File: config.mk
export PLATFORM = sky130hd
export DESIGN_NAME = cpu_ctrl_v2
export DESIGN_NICKNAME = d
export VERILOG_FILES = /design/src/rtl/cpu_ctrl_v2.sv
export SDC_FILE = /design/constraint.sdc
export NUM_CORES = 1
export LEC_CHECK = 0
export ABC_AREA = 0
export BUFFER_PORTS_ARGS = -buffer_cell sky130_fd_sc_hd__buf_4
export CORE_MARGIN = 1.5
export CORE_UTILIZATION = 30
export CTS_BUF_LIST = sky130_fd_sc_hd__clkbuf_16
export DETAILED_ROUTE_END_ITERATION = 8
export PLACE_DENSITY = 0.55
export REMOVE_ABC_BUFFERS = 1
export SYNTH_ARGS = -nofsm -noshare
export SYNTH_HDL_FRONTEND = slang
export SYNTH_SLANG_ARGS = --single-unit
File: constraint.sdc
create_clock -name i_clk -period 2.33 [get_ports i_clk]
set_input_delay 0.1165 -clock i_clk [delete_from_list [all_inputs] [get_ports i_clk]]
set_output_delay 0.1165 -clock i_clk [all_outputs]
set_load 0.01 [all_outputs]
File: src/rtl/cpu_ctrl_v2.sv
// cpu_ctrl_v2: multi-cycle control FSM for the bitty datapath.
// Sequences ALU, branch and load/store instructions with a memory timeout.
module cpu_ctrl_v2 #(
  parameter int DATA_W      = 16,
  parameter int NREGS       = 8,
  parameter int MEM_TIMEOUT = 15
) (
  input  logic              i_clk,
  input  logic              i_reset,
  input  logic              i_run,
  input  logic [15:0]       i_d_inst,
  input  logic [2:0]        i_cmp_flags,
  input  logic              i_mem_ack,
  output logic [3:0]        o_mux_sel,
  output logic [2:0]        o_sel,
  output logic              o_en_s,
  output logic              o_en_c,
  output logic [NREGS-1:0]  o_en,
  output logic              o_en_inst,
  output logic [DATA_W-1:0] o_im_d,
  output logic              o_pc_inc,
  output logic              o_pc_load,
  output logic              o_mem_req,
  output logic              o_mem_we,
  output logic              o_busy,
  output logic              o_done,
  output logic              o_err
);

  typedef enum logic [2:0] {
    S_IDLE,
    S_LDS,
    S_EXEC,
    S_WB,
    S_BR,
    S_MEM
  } state_t;

  localparam int TW = 16;

  state_t          r_state;
  logic [15:0]     r_ir;
  logic [TW-1:0]   r_cnt;

  logic [2:0]       w_rd;
  logic [2:0]       w_rs;
  logic [1:0]       w_fmt;
  logic             w_rd_ok;
  logic             w_rs_ok;
  logic             w_rs_bad;
  logic [NREGS-1:0] w_rd_hot;
  logic             w_taken;
  logic             w_tmo;
  logic             w_store;

  assign w_rd     = r_ir[15:13];
  assign w_rs     = r_ir[12:10];
  assign w_fmt    = r_ir[1:0];
  assign w_store  = r_ir[2];
  assign w_rd_ok  = int'(w_rd) < NREGS;
  assign w_rs_ok  = int'(w_rs) < NREGS;
  // rs is only an operand for reg-reg ALU ops
  assign w_rs_bad = (w_fmt == 2'b00) && !w_rs_ok;
  assign w_rd_hot = NREGS'(1) << w_rd;
  assign w_tmo    = (MEM_TIMEOUT != 0) &&
                    (r_cnt == TW'(MEM_TIMEOUT - 1));
  assign o_busy   = (r_state != S_IDLE);

  // branch condition from latched cond field and live compare flags
  always_comb begin
    w_taken = 1'b0;
    unique case (1'b1)
      (r_ir[4:3] == 2'b00): w_taken = 1'b1;
      (r_ir[4:3] == 2'b01): w_taken = i_cmp_flags[0];
      (r_ir[4:3] == 2'b10): w_taken = i_cmp_flags[1];
      (r_ir[4:3] == 2'b11): w_taken = i_cmp_flags[2];
      default:              w_taken = 1'b0;
    endcase
  end

  // state, instruction latch and MEM timeout counter
  always_ff @(posedge i_clk) begin
    if (i_reset) begin
      r_state <= S_IDLE;
      r_ir    <= '0;
      r_cnt   <= '0;
    end else begin
      unique case (r_state)
        S_IDLE: begin
          if (i_run) begin
            r_ir  <= i_d_inst;
            r_cnt <= '0;
            unique case (i_d_inst[1:0])
              2'b10:   r_state <= S_BR;
              2'b11:   r_state <= S_MEM;
              default: r_state <= S_LDS;
            endcase
          end
        end
        S_LDS:  r_state <= S_EXEC;
        S_EXEC: r_state <= S_WB;
        S_WB:   r_state <= S_IDLE;
        S_BR:   r_state <= S_IDLE;
        S_MEM: begin
          if (i_mem_ack || w_tmo) begin
            r_state <= S_IDLE;
          end else begin
            r_cnt <= r_cnt + TW'(1);
          end
        end
        default: r_state <= S_IDLE;
      endcase
    end
  end

  // datapath control decode; strobes are suppressed while in reset
  always_comb begin
    o_en_inst = 1'b0;
    o_mux_sel = 4'd9;
    o_sel     = 3'd0;
    o_en_s    = 1'b0;
    o_en_c    = 1'b0;
    o_en      = '0;
    o_im_d    = DATA_W'(r_ir[12:5]);
    o_pc_inc  = 1'b0;
    o_pc_load = 1'b0;
    o_mem_req = 1'b0;
    o_mem_we  = 1'b0;
    o_done    = 1'b0;
    o_err     = 1'b0;
    unique case (r_state)
      S_IDLE: o_en_inst = 1'b1;
      S_LDS: begin
        o_en_s    = 1'b1;
        o_mux_sel = w_rd_ok ? {1'b0, w_rd} : 4'd9;
      end
      S_EXEC: begin
        o_en_c = 1'b1;
        o_sel  = r_ir[4:2];
        if (w_fmt[0]) o_mux_sel = 4'd8;
        else          o_mux_sel = w_rs_ok ? {1'b0, w_rs} : 4'd9;
      end
      S_WB: begin
        o_en     = w_rd_ok ? w_rd_hot : '0;
        o_pc_inc = 1'b1;
        o_done   = 1'b1;
        o_err    = !w_rd_ok || w_rs_bad;
      end
      S_BR: begin
        o_pc_load = w_taken;
        o_pc_inc  = !w_taken;
        o_done    = 1'b1;
      end
      S_MEM: begin
        o_mem_req = 1'b1;
        o_mem_we  = w_store;
        if (w_store) o_mux_sel = w_rd_ok ? {1'b0, w_rd} : 4'd9;
        else         o_mux_sel = 4'd10;
        if (i_mem_ack) begin
          o_en     = (!w_store && w_rd_ok) ? w_rd_hot : '0;
          o_pc_inc = 1'b1;
          o_done   = 1'b1;
          o_err    = !w_rd_ok;
        end else if (w_tmo) begin
          o_pc_inc = 1'b1;
          o_done   = 1'b1;
          o_err    = 1'b1;
        end
      end
      default: ;
    endcase
    if (i_reset) begin
      o_en_s    = 1'b0;
      o_en_c    = 1'b0;
      o_en      = '0;
      o_pc_inc  = 1'b0;
      o_pc_load = 1'b0;
      o_mem_req = 1'b0;
      o_mem_we  = 1'b0;
      o_done    = 1'b0;
      o_err     = 1'b0;
    end
  end

endmodule

==> results of run 1 <==
==> per-stage QoR <==
step                std cells  total power [uW]  cell area [um^2]
global placement          379              1093              2406
global route              390              1837              2582
detailed placement        379              1093              2406
floorplan                 240             893.6              1844
CTS                       387              1751              2552
finish                    390              1720              2582
==> routing by layer <==
layer  routed length, um  vias up  part of all wire  track usage
met5                   0        -                 0            0
met4                  65        0             0.012      0.03959
met3                 305        7             0.058      0.05703
met2                2380       47              0.45       0.2276
met1                2493      875              0.48       0.1960
li1                    -      993                 -            -
==> area by class of cell <==
type	count	area, um^2
Sequential cell	34	681.9
Tap cell	77	96.34
Clock inverter	3	16.27
Clock buffer	5	125.1
Fill cell	682	3804
Timing Repair Buffer	65	488.0
Inverter	7	26.28
Multi-Input combinational cell	199	1149
==> worst max path at each step <==
stage / start / endpoint / slack [ns] / cells past startpoint
6_report: r_cnt[0] / o_pc_inc / 0.1 / 8
3_5_place_dp: r_cnt[0] / o_pc_inc / 0.28 / 8
3_3_place_gp: r_cnt[0] / o_pc_inc / 0.33 / 8
4_1_cts: r_cnt[0] / o_pc_inc / 0.09 / 8
2_1_floorplan: r_cnt[0] / o_pc_inc / 0.44 / 7
5_1_grt: r_cnt[0] / o_pc_inc / -0.04 / 8
==> state kept, by name (all words and copies together), names as in the netlist <==
register / flops
r_state: 3
r_ir: 15
r_cnt: 16
==> kinds of logic (layout without fill, tap and decap cells) <==
group,after synthesis,after routing,share of synthesized area
DFF,34,34,0.3419
and+or+nand+nor,125,125,0.3400
buffers and inverters,34,80,0.09994
xor gates and xnor gates,3,3,0.01320
adders and majority gates,2,2,0.01257
other,1,8,0.001884
AOI/OAI and AO/OA,60,60,0.1854
muxes,1,1,0.005028
==> layout by cell type, fill, tap and decap left out, types with 2 or more instances in the layout <==
master     synthesis  layout
a31oi_1            5       5
nor3_1            12      12
nor2_1            18      18
nand2b_1           8       8
a22o_1             2       2
ha_1               2       2
clkbuf_16          0       5
a21oi_1           22      22
buf_4             16      65
xor2_1             2       2
nor3b_1            3       2
and2_1             5       5
o32ai_1            2       2
nor2b_1            4       4
nand4_1            2       2
nand2_1           42      42
o21a_1             2       2
nor4_4             2       2
a41oi_1            2       2
or3_1              2       2
and3_1             4       4
o21ai_0           12      12
nand3_1           14      14
dfxtp_1           34      33
conb_1             1       8
o21ai_1            2       2
nor3b_2            2       2
o31ai_1            7       7
inv_1              6       6
==> repair_timing <==
item | 4_1_cts | 5_1_grt
pin swaps | 0 | 1
buffers inserted | 0 | 3
gates resized for setup | 1 | 2
endpoints found under the setup margin | 1 | 1
==> power groups by stage <==
stage	combinational [uW]	sequential [uW]	clock [uW]
floorplan	216	678	0
global placement	412	681	0
detailed placement	413	681	0
CTS	416	668	666
global route	460	678	700
finish	410	668	642
==> worst min-delay path: cells and delay by family <==
family | cells | cell delay, ns
AO/OA/AOI/OAI | 1 | 0.05
buffers and inverters | 1 | 0.11
AND/OR/NAND/NOR | 1 | 0.04
==> reports/qor.yml, run 1 <==
logic_synthesis:
  netlist_area_mm2: 0.001991
  avgSynthCellArea_um2: 7.656
  ys_ff_latch: 34
  synth_common_cells: "nand2_1 (42), dfxtp_1 (34), a21oi_1 (22), nor2_1 (18), buf_4 (16)"
  ys_warn_count: 0
  async_flop_share: 0
  ys_dominant_reg_cell: "dfxtp_1"
  synth_top_area_frac: 0.3419
  ys_seq_area_frac: 0.3419
  yosysTopAreaCell: "dfxtp_1"
  syn_inst: 260
  yosysMostFrequentCell: "nand2_1"
  synth_edf_count: 0
  ys_types: 45
  synthTopCellsByArea: "dfxtp_1 (34%), nand2_1 (7.9%), buf_4 (6.0%), a21oi_1 (5.5%), nand3_1 (3.5%)"
setup_path:
  r2r_cells: 7
  cp_max_fo: 5
  critPathArrivalTime_ns: 2.12
  r2r_slack_ns: 0.46
  slowest_stage: "or3_1"
  startpoint_type: "flop"
  regToRegStartpoint: "r_cnt[0]"
  r2r-end: "r_cnt[8]"
  crit_chain: "inv_1 > ha_1 > nor3b_4 > nand4_4 > and3b_4 > or3_1 > a21oi_1 > buf_4"
  slowest_delay_ns: 0.35
  critPathRequiredTime_ns: 2.21
  cp-end-kind: "primary output"
  crit_family: "simple AND/OR/NAND/NOR gates"
  critPathBufInv: 2
  critical_path_class: "flop to primary output"
global_routing:
  antenna_found_initial: 0
  grt_pass1_vias: 1760
  grt_max_degree: 30
  grt_usage: 0.1484
  overflow: 0
  grt_pass1_wl_um: 8507
power_and_ir_drop:
  clockPowerShare: 0.373
  powerDensity_mw_per_mm2: 666.1
  swShare: 0.3033
  ir_drop_mv: 0.3529
  pwr-share-seq: 0.388
  p_sw_uw: 521.7
  internal-power_uw: 1198
  pwr-share-comb: 0.238
  leakage_uw: 0.001022
sta:
  finalHoldViolations: 0
  maxSlewViolCount: 0
  final.period_utilization: 0.9590
  layout_setup_ws_ns: 0.09560
  whs_ns: 0.08520
  skew_ns: 0.004276
  max_slew.worst_pin.slew_ns: 0.5837
  slew_headroom: 0.6100
  clock.fmax_mhz: 447.5
  setup_violations: 0
  fin_crit_ns: 2.234
  setup-tns-final_ns: 0
min_path:
  hold_end: "r_ir[15]"
  hold_depth: 3
  hp-class: "input pin to flop"
  min-delay-start: "i_d_inst[15]"
cts:
  postCtsHoldBufs: 0
  path_clk_slew_ns: 0.06
  root_buffer: "clkbuf_16"
  cts_tree: "built"
  clk_latency_ns: 0.28
  cts_max_level: 2
  cts.sinks: 34
  clockBufferDepth: 2
  cts_inserted_buffers: 5
placed_design:
  post-place-ws_ns: 0.2833
  numPortBuffers: 55
  dpl.hpwl_um: 3605
  place_congestion: 0.7469
floorplanning:
  rows: 29
  dieArea_mm2: 0.007133
  initial_core_util: 0.3117
  io_pins: 64
  die_h_um: 84.46
  die_x_um: 84.46
  fp.coreArea_mm2: 0.006386
finish:
  drive_gt1_frac: 0.2716
  final_nets: 337
  syn_to_final_growth_pct: 29.73
  post-route-util: 0.4044
  diodes: 0
outcome:
  status: "finished, final reports clean"
route:
  drc: 0
  final_antenna_net_count: 0
  via_per_inst: 4.928
  num_vias: 1922
  first_pass_iters: 4
  drt_iter0_drc: 61
  totalWireLength_um: 5245
  routedWlPerCell_um: 13.45
flow_run:
  max_cap_violations: 0
(Power assumes the default switching activity.)
==> inputs of run 2 (changes only) <==
CORE_MARGIN = unset   (was 1.5)
PLACE_DENSITY = 0.57   (was 0.55)
clock period = 1.9 ns   (was 2.33 ns; I/O delays follow)
==> run 2 against run 1 <==
Critical path depth is 1 higher. Combinational power is 40% higher. Sequential power is 23% higher. Clock power is 41% higher. The run now ends with setup timing left. Final cell count is 5.1% higher. First-iteration DRC count is 57% higher. Hold slack worse by 0.022 ns. Clock skew is 0.0024 ns lower. Cell area is 9.3% higher. Via count is 4.2% higher. Largest cell class unchanged. Flip-flop and latch count stayed put. Utilization is 3.8 points higher.
==> reports/qor.yml, run 2 (synthesized netlist as in run 1, its figures left out) <==
power_and_ir_drop:
  internal-power_uw: 1655
  pwr-share-comb: 0.250
  clockPowerShare: 0.393
  p_sw_uw: 644.7
  leakage_uw: 0.001162
  powerDensity_mw_per_mm2: 814.6
  ir_drop_mv: 0.4190
  swShare: 0.2804
  pwr-share-seq: 0.357
placed_design:
  numPortBuffers: 55
  placed_cells: 399
  post-place-ws_ns: 0.04258
  place_congestion: 0.7899
  dpl.hpwl_um: 3875
  dpl_cell_area_mm2: 0.002556
cts:
  cts_tree: "built"
  cts_max_level: 2
  clk_latency_ns: 0.27
  path_clk_slew_ns: 0.05
  clockBufferDepth: 2
  root_buffer: "clkbuf_16"
  cts.sinks: 34
  cts_inserted_buffers: 5
  postCtsHoldBufs: 0
setup_path:
  crit_path_frequent_cell: "buf_4"
  critical_path_class: "flop to primary output"
  cp_max_fo: 2
  slowest_stage: "or3_4"
  critPathArrivalTime_ns: 1.97
  crit_chain: "inv_2 > ha_4 > nor3b_2 > buf_4 > nand4_4 > and3b_4 > or3_4 > a21oi_2 > buf_4"
  startpoint_type: "flop"
  critPathRequiredTime_ns: 1.80
  slowest_delay_ns: 0.36
  cp-end-kind: "primary output"
sta:
  clock.fmax_mhz: 484.0
  setup-tns-final_ns: -0.2691
  setup_violations: 2
  finalHoldViolations: 0
  rsz0062_at_grt: "true"
  final.period_utilization: 1.087
  fin_crit_ns: 2.066
  skew_ns: 0.001915
  layout_setup_ws_ns: -0.1662
  whs_ns: 0.06323
  maxSlewViolCount: 0
finish:
  multiInputGateArea_mm2: 0.001207
  fin_cells: 410
  area.sequential_um2: 691.9
  syn_to_final_growth_pct: 41.80
  fill_cells: 641
  final_nets: 357
  final_cell_mix: "buf_4 (85), nand2_1 (42), dfxtp_1 (29)"
  diodes: 0
  largest_reg_flops: 16
  drive_gt1_frac: 0.3574
  final_common_cell: "buf_4"
  final_area_mm2: 0.002823
  top_regs: "r_cnt x16, r_ir x15, r_state x3"
  largest-register: "r_cnt"
route:
  first_pass_iters: 4
  totalWireLength_um: 5372
  num_vias: 2003
  routedWlPerCell_um: 13.10
  final_antenna_net_count: 0
  via_per_inst: 4.885
  drc: 0
  drt_iter0_drc: 96
global_routing:
  grt_pass1_vias: 1952
  antenna_found_initial: 0
  grt_max_degree: 29
  overflow: 0
  grt_usage: 0.1648
  grt_pass1_wl_um: 9266
outcome:
  status: "complete, but fails checks"
  violations: "setup timing"
flow_run:
  max_cap_violations: 0
min_path:
  hp-class: "input pin to flop"
floorplanning:
  dieArea_mm2: 0.006966
  die_x_um: 83.46
  fp.coreArea_mm2: 0.006386
  die_h_um: 83.46
  rows: 29
  initial_core_util: 0.3117
  io_pins: 64
==> run 2: changes by cell type in the layout (fill, tap and decap cells not counted), moves of 2 or more <==
cell,delta
buf_4,+20
dfxtp_1,-4
dfxtp_2,+2
dfxtp_4,+2
nor2b_1,-2
nor2b_4,+2
or3_1,-2
or3_4,+2
==> run 2: worst max-delay path: cells and delay by family (launching register included) <==
| family | cells | cell delay [ns] |
|---|---|---|
| AOI/OAI and AO/OA | 1 | 0.15 |
| DFF | 1 | 0.32 |
| and+or+nand+nor | 4 | 0.78 |
| adders and majority gates | 1 | 0.11 |
| buffers and inverters | 3 | 0.33 |
==> run 2: stage by stage <==
step                total power (uW)  utilization
CTS                             2308       0.4371
global placement                1378       0.4003
global route                    2421       0.4420
detailed placement              1379       0.4003
finish                          2300       0.4420
floorplan                       1096            -
==> run 2: power groups by stage <==
stage / sequential, uW / clock, uW / combinational [uW]
4_1_cts: 820 / 919 / 569
2_1_floorplan: 832 / 0 / 264
5_1_grt: 830 / 959 / 632
3_5_place_dp: 828 / 0 / 550
6_report: 822 / 904 / 574
3_3_place_gp: 826 / 0 / 552
==> run 2: timing repair <==
action                     CTS  global route
gates resized for setup     19             4
pin swaps                    6             5
gates cloned                 0             0
setup buffers                2             1
setup endpoints to repair    5             6
==> run 2: worst paths after layout <==
kind	from	to	slack, ns	cells after the start
max	r_cnt[0]	o_pc_inc	-0.17	9
min	i_d_inst[9]	r_ir[9]	0.06	3
max reg2reg	r_cnt[0]	r_cnt[4]	0.16	10
min reg2reg	r_ir[9]	r_ir[9]	0.45	2
==> run 2: cell type report <==
type                            instances  share of cell area
Clock buffer                            5             0.04433
Clock inverter                          3             0.01330
Sequential cell                        34              0.2451
Multi-Input combinational cell        199              0.4277
Timing Repair Buffer                   85              0.2261
Tap cell                               77             0.03413
Inverter                                7            0.009309
==> run 2: per-layer routing <==
layer  routed length, um  up-vias  track usage
met1                2564      926       0.2163
met2                2567       45       0.2742
met5                   0        -            0
met4                  23        0      0.04160
li1                    -     1030            -
met3                 216        2      0.03759
==> inputs of run 3 (changes only) <==
PLACE_DENSITY = 0.55   (was 0.57)
clock period = 2.4 ns   (was 1.9 ns; I/O delays follow)
==> run 3 against run 2 <==
The run now ends clean. Final cell count decreased by 5.6%. Sequential share of layout area is 1.6 points higher. Clock power fell by 8.0%. Flip-flop and latch count stayed put. Via count fell by 3.1%. Cell area decreased by 7.5%. Utilization decreased by 3.3 points. First-iteration DRC count is 7.3% lower. Hold slack improved by 0.023 ns. Register-to-register slack improved by 0.34 ns. Total power shrank 18%. Highest routed layer unchanged.
==> reports/qor.yml, run 3 (synthesized netlist as in run 1, its figures left out) <==
route:
  num_vias: 1941
  totalWireLength_um: 5220
  drt_iter0_drc: 89
  routedWlPerCell_um: 13.49
  drc: 0
  first_pass_iters: 4
  final_antenna_net_count: 0
  via_per_inst: 5.016
finish:
  diodes: 0
  top_regs: "r_cnt x16, r_ir x15, r_state x3"
  drive_gt1_frac: 0.2645
  final_cell_mix: "buf_4 (62), nand2_1 (42), dfxtp_1 (34)"
  final_area_mm2: 0.002610
  fill_cells: 654
  largest-register: "r_cnt"
  final_nets: 334
  largest_reg_flops: 16
  final_common_cell: "buf_4"
  syn_to_final_growth_pct: 31.11
power_and_ir_drop:
  leakage_uw: 0.001033
  ir_drop_mv: 0.3785
  powerDensity_mw_per_mm2: 720.6
sta:
  slew_headroom: 0.5899
  skew_ns: 0.004359
  fin_crit_ns: 2.268
  setup_violations: 0
  clock.fmax_mhz: 441.0
  layout_setup_ws_ns: 0.1324
  final.period_utilization: 0.9448
  finalHoldViolations: 0
  maxSlewViolCount: 0
  max_slew.worst_pin.slew_ns: 0.6136
placed_design:
  dpl_cell_area_mm2: 0.002406
  place_congestion: 0.7303
  numPortBuffers: 55
  dpl.hpwl_um: 3711
  post-place-ws_ns: 0.2791
setup_path:
  regToRegStartpoint: "r_cnt[0]"
  critPathArrivalTime_ns: 2.15
  slowest_delay_ns: 0.36
  cp-end-kind: "primary output"
  r2r_cells: 7
  critPathBufInv: 2
  r2r-end: "r_cnt[12]"
  startpoint_type: "flop"
  cp_max_fo: 7
  critPathRequiredTime_ns: 2.28
  critical_path_class: "flop to primary output"
  crit_chain: "inv_1 > ha_1 > nor3b_4 > nand4_4 > and3b_4 > or3_1 > a21oi_2 > buf_4"
  slowest_stage: "or3_1"
  r2r_slack_ns: 0.50
  crit_family: "simple AND/OR/NAND/NOR gates"
floorplanning:
  die_x_um: 83.46
  die_h_um: 83.46
  fp.coreArea_mm2: 0.006386
  rows: 29
  dieArea_mm2: 0.006966
  io_pins: 64
  initial_core_util: 0.3117
global_routing:
  grt_usage: 0.1527
  antenna_found_initial: 0
  grt_pass1_vias: 1781
  grt_pass1_wl_um: 8576
  grt_max_degree: 29
  overflow: 0
cts:
  postCtsHoldBufs: 0
  clk_latency_ns: 0.28
  post_cts_buffers: 0
  path_clk_slew_ns: 0.06
  cts.sinks: 34
  cts_inserted_buffers: 5
  clockBufferDepth: 2
  cts_tree: "built"
  root_buffer: "clkbuf_16"
  cts_max_level: 2
outcome:
  status: "finished, final reports clean"
flow_run:
  max_cap_violations: 0
min_path:
  hold_depth: 3
  min-delay-start: "i_d_inst[8]"
  hold_end: "r_ir[8]"
  hp-class: "input pin to flop"
-- run 3: what timing repair did --
action                                  4_1_cts  5_1_grt
gates cloned                                  0        0
pin swaps                                     0        0
endpoints found under the setup margin        1        1
gates resized for setup                       1        2
-- run 3: worst max-delay path by stage --
stage / start / end / cells after the start
after floorplan: r_cnt[0] / o_pc_inc / 7
after global placement: r_cnt[0] / o_pc_inc / 8
after detailed placement: r_cnt[0] / o_pc_inc / 8
after CTS: r_cnt[0] / o_pc_inc / 8
after global routing: r_cnt[0] / o_pc_inc / 8
final: r_cnt[0] / o_pc_inc / 8
-- run 3: worst register-to-register path, cell delays in order, from the launching register on --
cell and delay, ns:
dfxtp_1 0.38, inv_1 0.08, ha_1 0.20, nor3b_4 0.16, nand4_4 0.14, and3b_4 0.23
nand2_1 0.27, o32ai_1 0.34
-- run 3: layout make-up --
type	instances	area (um^2)	area share
Multi-Input combinational cell	199	1152	0.4415
Sequential cell	34	680.7	0.2608
Timing Repair Buffer	62	465.4	0.1783
Clock buffer	5	125.1	0.04794
Tap cell	77	96.34	0.03691
Clock inverter	3	63.81	0.02445
Inverter	7	26.28	0.01007
-- run 3: report_power, final --
| group | total (uW) | internal (uW) | leakage, uW | switching (uW) |
|---|---|---|---|---|
| Sequential | 650 | 605 | 0.000276 | 45.1 |
| Combinational | 399 | 182 | 0.000665 | 217 |
| Clock | 832 | 591 | 0.0000915 | 241 |
-- run 3: routing by layer --
metal / GRT usage / part of all wire / vias up / wire length (um)
li1: - / - / 991 / -
met1: 0.2009 / 0.47 / 893 / 2478
met2: 0.2459 / 0.47 / 54 / 2455
met3: 0.04352 / 0.052 / 3 / 269
met4: 0.04006 / 0.0033 / 0 / 17
met5: 0 / 0 / - / 0
-- run 3: through the flow --
step                utilization  hold WS (ns)  power [uW]  setup TNS (ns)  cells
finish                   0.4087       0.08659        1881               0    387
global route             0.4087       0.08503        1970        -0.02652    387
CTS                      0.4071       0.08396        1898               0    387
detailed placement       0.3768        0.3743        1064               0    379
global placement         0.3768        0.3671        1063               0    379
floorplan                     -        0.1891       867.5               0    240
